`src/rtl/uart_pkg.sv`:
```
// uart_pkg: parity encodings, default bit timing and FSM states shared by the UART transmitter and receiver
package uart_pkg;
  localparam int PARITY_NONE = 0;
  localparam int PARITY_ODD = 1;
  localparam int PARITY_EVEN = 2;
  localparam int DEFAULT_CLKS_PER_BIT = 434;
  typedef enum logic [2:0] {IDLE, START, DATA, PAR, STOP} uart_state_t;
endpackage

```
`src/rtl/uart_tx_if.sv`:
```
// uart_tx_if: valid/ready byte handshake into the UART transmitter
interface uart_tx_if;
  logic tx_valid;
  logic [7:0] tx_data;
  logic tx_ready;
  modport master(output tx_valid, output tx_data, input tx_ready);
  modport slave(input tx_valid, input tx_data, output tx_ready);
endinterface

```
`src/rtl/uart_baud_gen.sv`:
```
// uart_baud_gen: bit-period counter with a bit_end strobe on its terminal count
module uart_baud_gen
  import uart_pkg::*;
#(
  parameter int CLKS_PER_BIT = DEFAULT_CLKS_PER_BIT
) (
  input  logic clk,
  input  logic rst,
  input  logic clear,
  output logic bit_end
);
  localparam int W = $clog2(CLKS_PER_BIT);
  logic [W-1:0] cnt;
  assign bit_end = cnt == W'(CLKS_PER_BIT - 1);
  always_ff @(posedge clk or posedge rst)
    if (rst) cnt <= '0;
    else cnt <= (clear || bit_end) ? '0 : cnt + 1'b1;
endmodule

```
`src/rtl/uart_tx.sv`:
```
// uart_tx: one-entry holding register feeding a start/8N/parity/stop serialiser
module uart_tx
  import uart_pkg::*;
#(
  parameter int CLKS_PER_BIT = DEFAULT_CLKS_PER_BIT,
  parameter int PARITY = PARITY_NONE,
  parameter int STOP_BITS = 1
) (
  input  logic clk,
  input  logic rst,
  uart_tx_if.slave tx,
  output logic tx_serial,
  output logic tx_busy,
  output logic tx_done
);
  uart_state_t state;
  logic [7:0] hold, shift;
  logic [2:0] idx;
  logic hold_full, stop_cnt, bit_end, line, last_stop;
  uart_baud_gen #(.CLKS_PER_BIT(CLKS_PER_BIT)) baud (
    .clk(clk),
    .rst(rst),
    .clear(state == IDLE),
    .bit_end(bit_end)
  );
  assign tx.tx_ready = !hold_full;
  assign last_stop = state == STOP && bit_end && stop_cnt == 1'(STOP_BITS - 1);
  // outputs are registered from the current state, so the line trails the FSM by one cycle
  always_comb
    line = state == START ? 1'b0 :
           state == DATA  ? shift[idx] :
           state == PAR   ? (PARITY == PARITY_ODD ? ~^shift : ^shift) : 1'b1;
  always_ff @(posedge clk or posedge rst)
    if (rst) begin
      state <= IDLE;
      hold <= '0;
      shift <= '0;
      idx <= '0;
      hold_full <= 1'b0;
      stop_cnt <= 1'b0;
      tx_serial <= 1'b1;
      tx_busy <= 1'b0;
      tx_done <= 1'b0;
    end else begin
      tx_serial <= line;
      tx_busy <= state != IDLE;
      tx_done <= last_stop;
      if (tx.tx_valid && !hold_full) begin
        hold <= tx.tx_data;
        hold_full <= 1'b1;
      end
      case (state)
        IDLE:
          if (hold_full) begin
            shift <= hold;
            hold_full <= 1'b0;
            state <= START;
          end
        START:
          if (bit_end) begin
            idx <= '0;
            state <= DATA;
          end
        DATA:
          if (bit_end) begin
            idx <= idx + 3'd1;
            if (idx == 3'd7) state <= PARITY != PARITY_NONE ? PAR : STOP;
          end
        PAR:
          if (bit_end) state <= STOP;
        STOP:
          if (last_stop) begin
            stop_cnt <= 1'b0;
            // a waiting byte starts its frame straight after the stop bit
            if (hold_full) begin
              shift <= hold;
              hold_full <= 1'b0;
              state <= START;
            end else state <= IDLE;
          end else if (bit_end) stop_cnt <= 1'b1;
        default: state <= IDLE;
      endcase
    end
endmodule

```
`src/flat_wrapper.sv`:
```
// flat-port wrapper written by rule: the top's interface ports become plain ports
module uart_tx_flat import uart_pkg::*;
#(
  parameter int CLKS_PER_BIT = DEFAULT_CLKS_PER_BIT,
  parameter int PARITY = PARITY_NONE,
  parameter int STOP_BITS = 1
)
  (clk, rst, tx_serial, tx_busy, tx_done, tx_tx_valid, tx_tx_data, tx_tx_ready);
  uart_tx_if tx_i ();
  input  logic clk;
  input  logic rst;
  output logic tx_serial;
  output logic tx_busy;
  output logic tx_done;
  input wire logic [$bits(tx_i.tx_valid)-1:0] tx_tx_valid;
  input wire logic [$bits(tx_i.tx_data)-1:0] tx_tx_data;
  output wire logic [$bits(tx_i.tx_ready)-1:0] tx_tx_ready;
  assign tx_i.tx_valid = tx_tx_valid;
  assign tx_i.tx_data = tx_tx_data;
  assign tx_tx_ready = tx_i.tx_ready;
  uart_tx #(.CLKS_PER_BIT(CLKS_PER_BIT), .PARITY(PARITY), .STOP_BITS(STOP_BITS)) u_core (.clk(clk), .rst(rst), .tx(tx_i), .tx_serial(tx_serial), .tx_busy(tx_busy), .tx_done(tx_done));
endmodule
```
`config.mk`:
```
export PLATFORM = sky130hd
export DESIGN_NAME = uart_tx_flat
export DESIGN_NICKNAME = d
export VERILOG_FILES = /design/src/rtl/uart_pkg.sv /design/src/rtl/uart_tx_if.sv /design/src/rtl/uart_baud_gen.sv /design/src/rtl/uart_tx.sv /design/src/flat_wrapper.sv
export SDC_FILE = /design/constraint.sdc
export NUM_CORES = 1
export LEC_CHECK = 0
export BUFFER_PORTS_ARGS = -buffer_cell sky130_fd_sc_hd__buf_2
export CORE_MARGIN = 2
export CORE_UTILIZATION = 60
export CTS_BUF_LIST = sky130_fd_sc_hd__clkbuf_16
export CTS_CLUSTER_DIAMETER = 150
export CTS_CLUSTER_SIZE = 14
export DETAILED_ROUTE_END_ITERATION = 10
export PLACE_DENSITY = 0.8
export SLEW_MARGIN = 5
export SYNTH_ARGS = -nofsm -noshare
export SYNTH_HDL_FRONTEND = slang
export SYNTH_SLANG_ARGS = --single-unit
```
`constraint.sdc`:
```
create_clock -name clk -period 4.05 [get_ports clk]
set_clock_uncertainty 0.2 [all_clocks]
set_input_delay 0.2025 -clock clk [delete_from_list [all_inputs] [get_ports clk]]
set_output_delay 0.2025 -clock clk [all_outputs]
set_load 0.05 [all_outputs]
```
==> results_dict.tcl <==
set metrics [dict create \
    status "finished clean" \
    die_y_um 57.14 \
    powerDensity_nw_per_um2 663.7 \
    power_mw 1.348 \
    syn_avg_cell_area_um2 12.02 \
    final_util 0.7493 \
    grt_pass1_vias 1184 \
    r2r_cells 6 \
    max_freq_mhz 509.2 \
    postCtsHoldBufs 10 \
    cp_slowest_cell "dfrtp_1" \
    die_w_um 57.14 \
    cap_violations 0 \
    timing.final.crit_share 0.4849 \
    fp.dieArea_um2 3264 \
    fillers 191 \
    r2r_setup_slack_ns 2.09 \
    start_kind "flop" \
    io_buffers 14 \
    cts_root_buf "clkbuf_16" \
    gp_congestion 0.8237 \
    cpLargestDelayFamily "simple AND/OR/NAND/NOR gates" \
    firstDrtPassIters 4 \
    area_growth_pct 19.87 \
    fin_nets 183 \
    drt_wl_total_um 3319 \
    cts_sinks 36 \
    setup_viol 0 \
    rr_startpoint "u_core.baud.cnt[1]" \
    p_leak_nw 0.9200 \
    worstHoldStart "u_core.stop_cnt" \
    io_pins 15 \
    holdPathStages 0 \
    rsz0062_at_grt "no" \
    grt_usage 0.2395 \
    cpPeakStageDelay_ns 0.40 \
    synth_fp_nets 156 \
    pre_cts_slack_ns 2.103 \
    yosysSeqAreaShare 0.5325 \
    yosys.area.top_type "dfrtp_1" \
    cts_resized 0 \
    critPathBufInv 1 \
    yosysTopAreaCellShare 0.5170 \
    path_clk_slew_ns 0.05 \
    cts.path.max_buffers 2 \
    setup-tns-final_ns 0 \
    route.detailed.drc 0 \
    antenna_cells 0 \
    overflow 0 \
    synth_warnings 0 \
    cts_tree "yes" \
    ys_seq_elements 36 \
    insertion_delay_ns 0.28 \
    antenna_left 0 \
    fin_crit_ns 1.964 \
    netlist_top_cells_area "dfrtp_1 (52%), mux2_2 (11%), xnor2_1 (5.2%)" \
    grt_pass1_wl_um 5630 \
    worstPathMaxFanout 7 \
    peakVddDrop_uv 615.0 \
    worst_pin_slew_ns 0.7680 \
    synthesis.area_um2 1694 \
    end_kind "flop" \
    hold_path.class "reg2reg" \
    antenna_found_initial 0 \
    synth_cell_types 36 \
    synthCells 141 \
    finalHoldViolCount 0 \
    cp.arrival_ns 1.92 \
    fin_ws_ns 2.086 \
    core_um2 2710 \
    start_util 0.6251 \
    hpwl_um 2096 \
    vias 1191 \
    path_depth 6 \
    worstPathRequired_ns 4.01 \
    drt-vias-per-instance 5.955 \
    path_class "reg2reg" \
    num_rows 19 \
    post_drt_wl_per_cell_um 16.60 \
    register_area_um2 902.1 \
    cts_setup_buffers 0 \
    drtIter0Drc 60 \
    htree_levels 2 \
    whs_endpoint "u_core.stop_cnt" \
    relSlewSlack 0.4870 \
    grt_max_degree 37 \
    drive_gt1_frac 0.2663 \
    cts_made_buffers 5 \
    drv_slew 0 \
    worstReg2RegEnd "u_core.idx[1]" \
    path_cells "inv_1, ha_1, and4b_4, nand2_4, or3_1, a211o_1" \
    multi_input_area_um2 750.7 \
]
-- state kept, by name, indices dropped and copies added, names as in the netlist --
signal / cells
u_core.hold: 8
u_core.stop_cnt: 1
u_core.shift: 8
u_core.idx: 3
u_core.tx_done: 1
u_core.state: 3
u_core.tx_serial: 1
u_core.baud.cnt: 9
u_core.tx_busy: 1
u_core.hold_full: 1
-- placed cells by master (no fill, tap or decap), types with 2 or more instances in the layout --
cell type      instances
ha_1                   4
xor2_1                 4
inv_1                  6
nor2_1                14
mux2_2                16
nand3b_1               2
nand3_1                7
clkbuf_16              5
nand2_1                6
nand4_1                2
nor4_1                 2
mux2i_1                2
a22o_1                 2
dlygate4sd3_1         10
xnor2_1               10
nor3_1                 2
buf_2                 14
and3_1                 3
clkinv_2               2
dfrtp_1               35
-- synthesized netlist by cell type --
cell	n
and4b_4	1
nand3b_1	2
dfstp_2	1
a22o_1	2
inv_1	6
dfrtp_1	35
a21oi_1	1
nand4bb_1	1
and3_1	3
nand4_1	2
nor2b_1	1
o21bai_1	1
and4bb_2	1
mux2i_1	2
a211o_1	1
nand2_1	6
o31ai_1	1
or3_1	1
mux4_2	1
o211ai_4	1
nor2_1	14
o221ai_1	1
ha_1	4
nand2_4	1
nand4b_1	1
o211ai_1	1
nor3_1	2
o21ai_0	1
mux2_2	16
o21a_1	1
xor2_1	4
clkbuf_1	5
nor3_2	1
xnor2_1	10
nor4_1	2
nand3_1	7
-- cell families (layout without fill, tap and decap cells) --
family	count (synthesis)	count (layout)	share of synthesized area
AND/OR/NAND/NOR	46	46	0.1529
flip-flops	36	36	0.5325
multiplexers	19	19	0.1315
buffers and inverters	11	39	0.02437
XOR/XNOR	14	14	0.07237
AO/OA/AOI/OAI	11	11	0.05687
adder cells (fa/ha/maj)	4	4	0.02954
-- area by class of cell --
class,count,area share
Clock inverter,3,0.006778
Sequential cell,36,0.4442
Timing Repair Buffer,25,0.08749
Multi-Input combinational cell,94,0.3697
Inverter,6,0.01109
Clock buffer,5,0.06161
Tap cell,31,0.01910
-- where the power goes --
part / switching (mW) / internal, mW
clock network: 0.135 / 0.223
registers: 0.114 / 0.481
logic: 0.183 / 0.213
total: 0.432 / 0.916
-- stage by stage --
| step | hold WS [ns] | instance area [µm²] | instances |
|---|---|---|---|
| finish | 0.2428 | 2031 | 200 |
| floorplan | 0.1334 | 1694 | 141 |
| global placement | 0.1102 | 1792 | 182 |
| CTS | 0.2361 | 2031 | 200 |
| global route | 0.2582 | 2031 | 200 |
| detailed placement | 0.1246 | 1792 | 182 |
-- metal layers --
| layer | part of all wire | GRT usage | up-vias |
|---|---|---|---|
| li1 | - | - | 550 |
| met1 | 0.42 | 0.2892 | 585 |
| met2 | 0.49 | 0.3580 | 42 |
| met3 | 0.049 | 0.09070 | 14 |
| met4 | 0.039 | 0.1595 | 0 |
| met5 | 0 | 0 | - |
-- worst max path at each step --
stage | start | slack, ns | to
5_1_grt | u_core.baud.cnt[1] | 1.99 | u_core.shift[2]
6_report | u_core.baud.cnt[1] | 2.09 | u_core.idx[1]
3_5_place_dp | u_core.baud.cnt[1] | 2.10 | u_core.idx[1]
2_1_floorplan | u_core.baud.cnt[1] | 2.19 | u_core.idx[1]
3_3_place_gp | u_core.baud.cnt[1] | 2.16 | u_core.idx[1]
4_1_cts | u_core.baud.cnt[1] | 2.09 | u_core.idx[1]
-- worst reg2reg max path, stage by stage (launching register included) --
cell,delay (ns)
dfrtp_1,0.40
inv_1,0.07
ha_1,0.16
and4b_4,0.27
nand2_4,0.08
or3_1,0.37
a211o_1,0.30
Note: power is estimated with default switching activity, not from simulation.
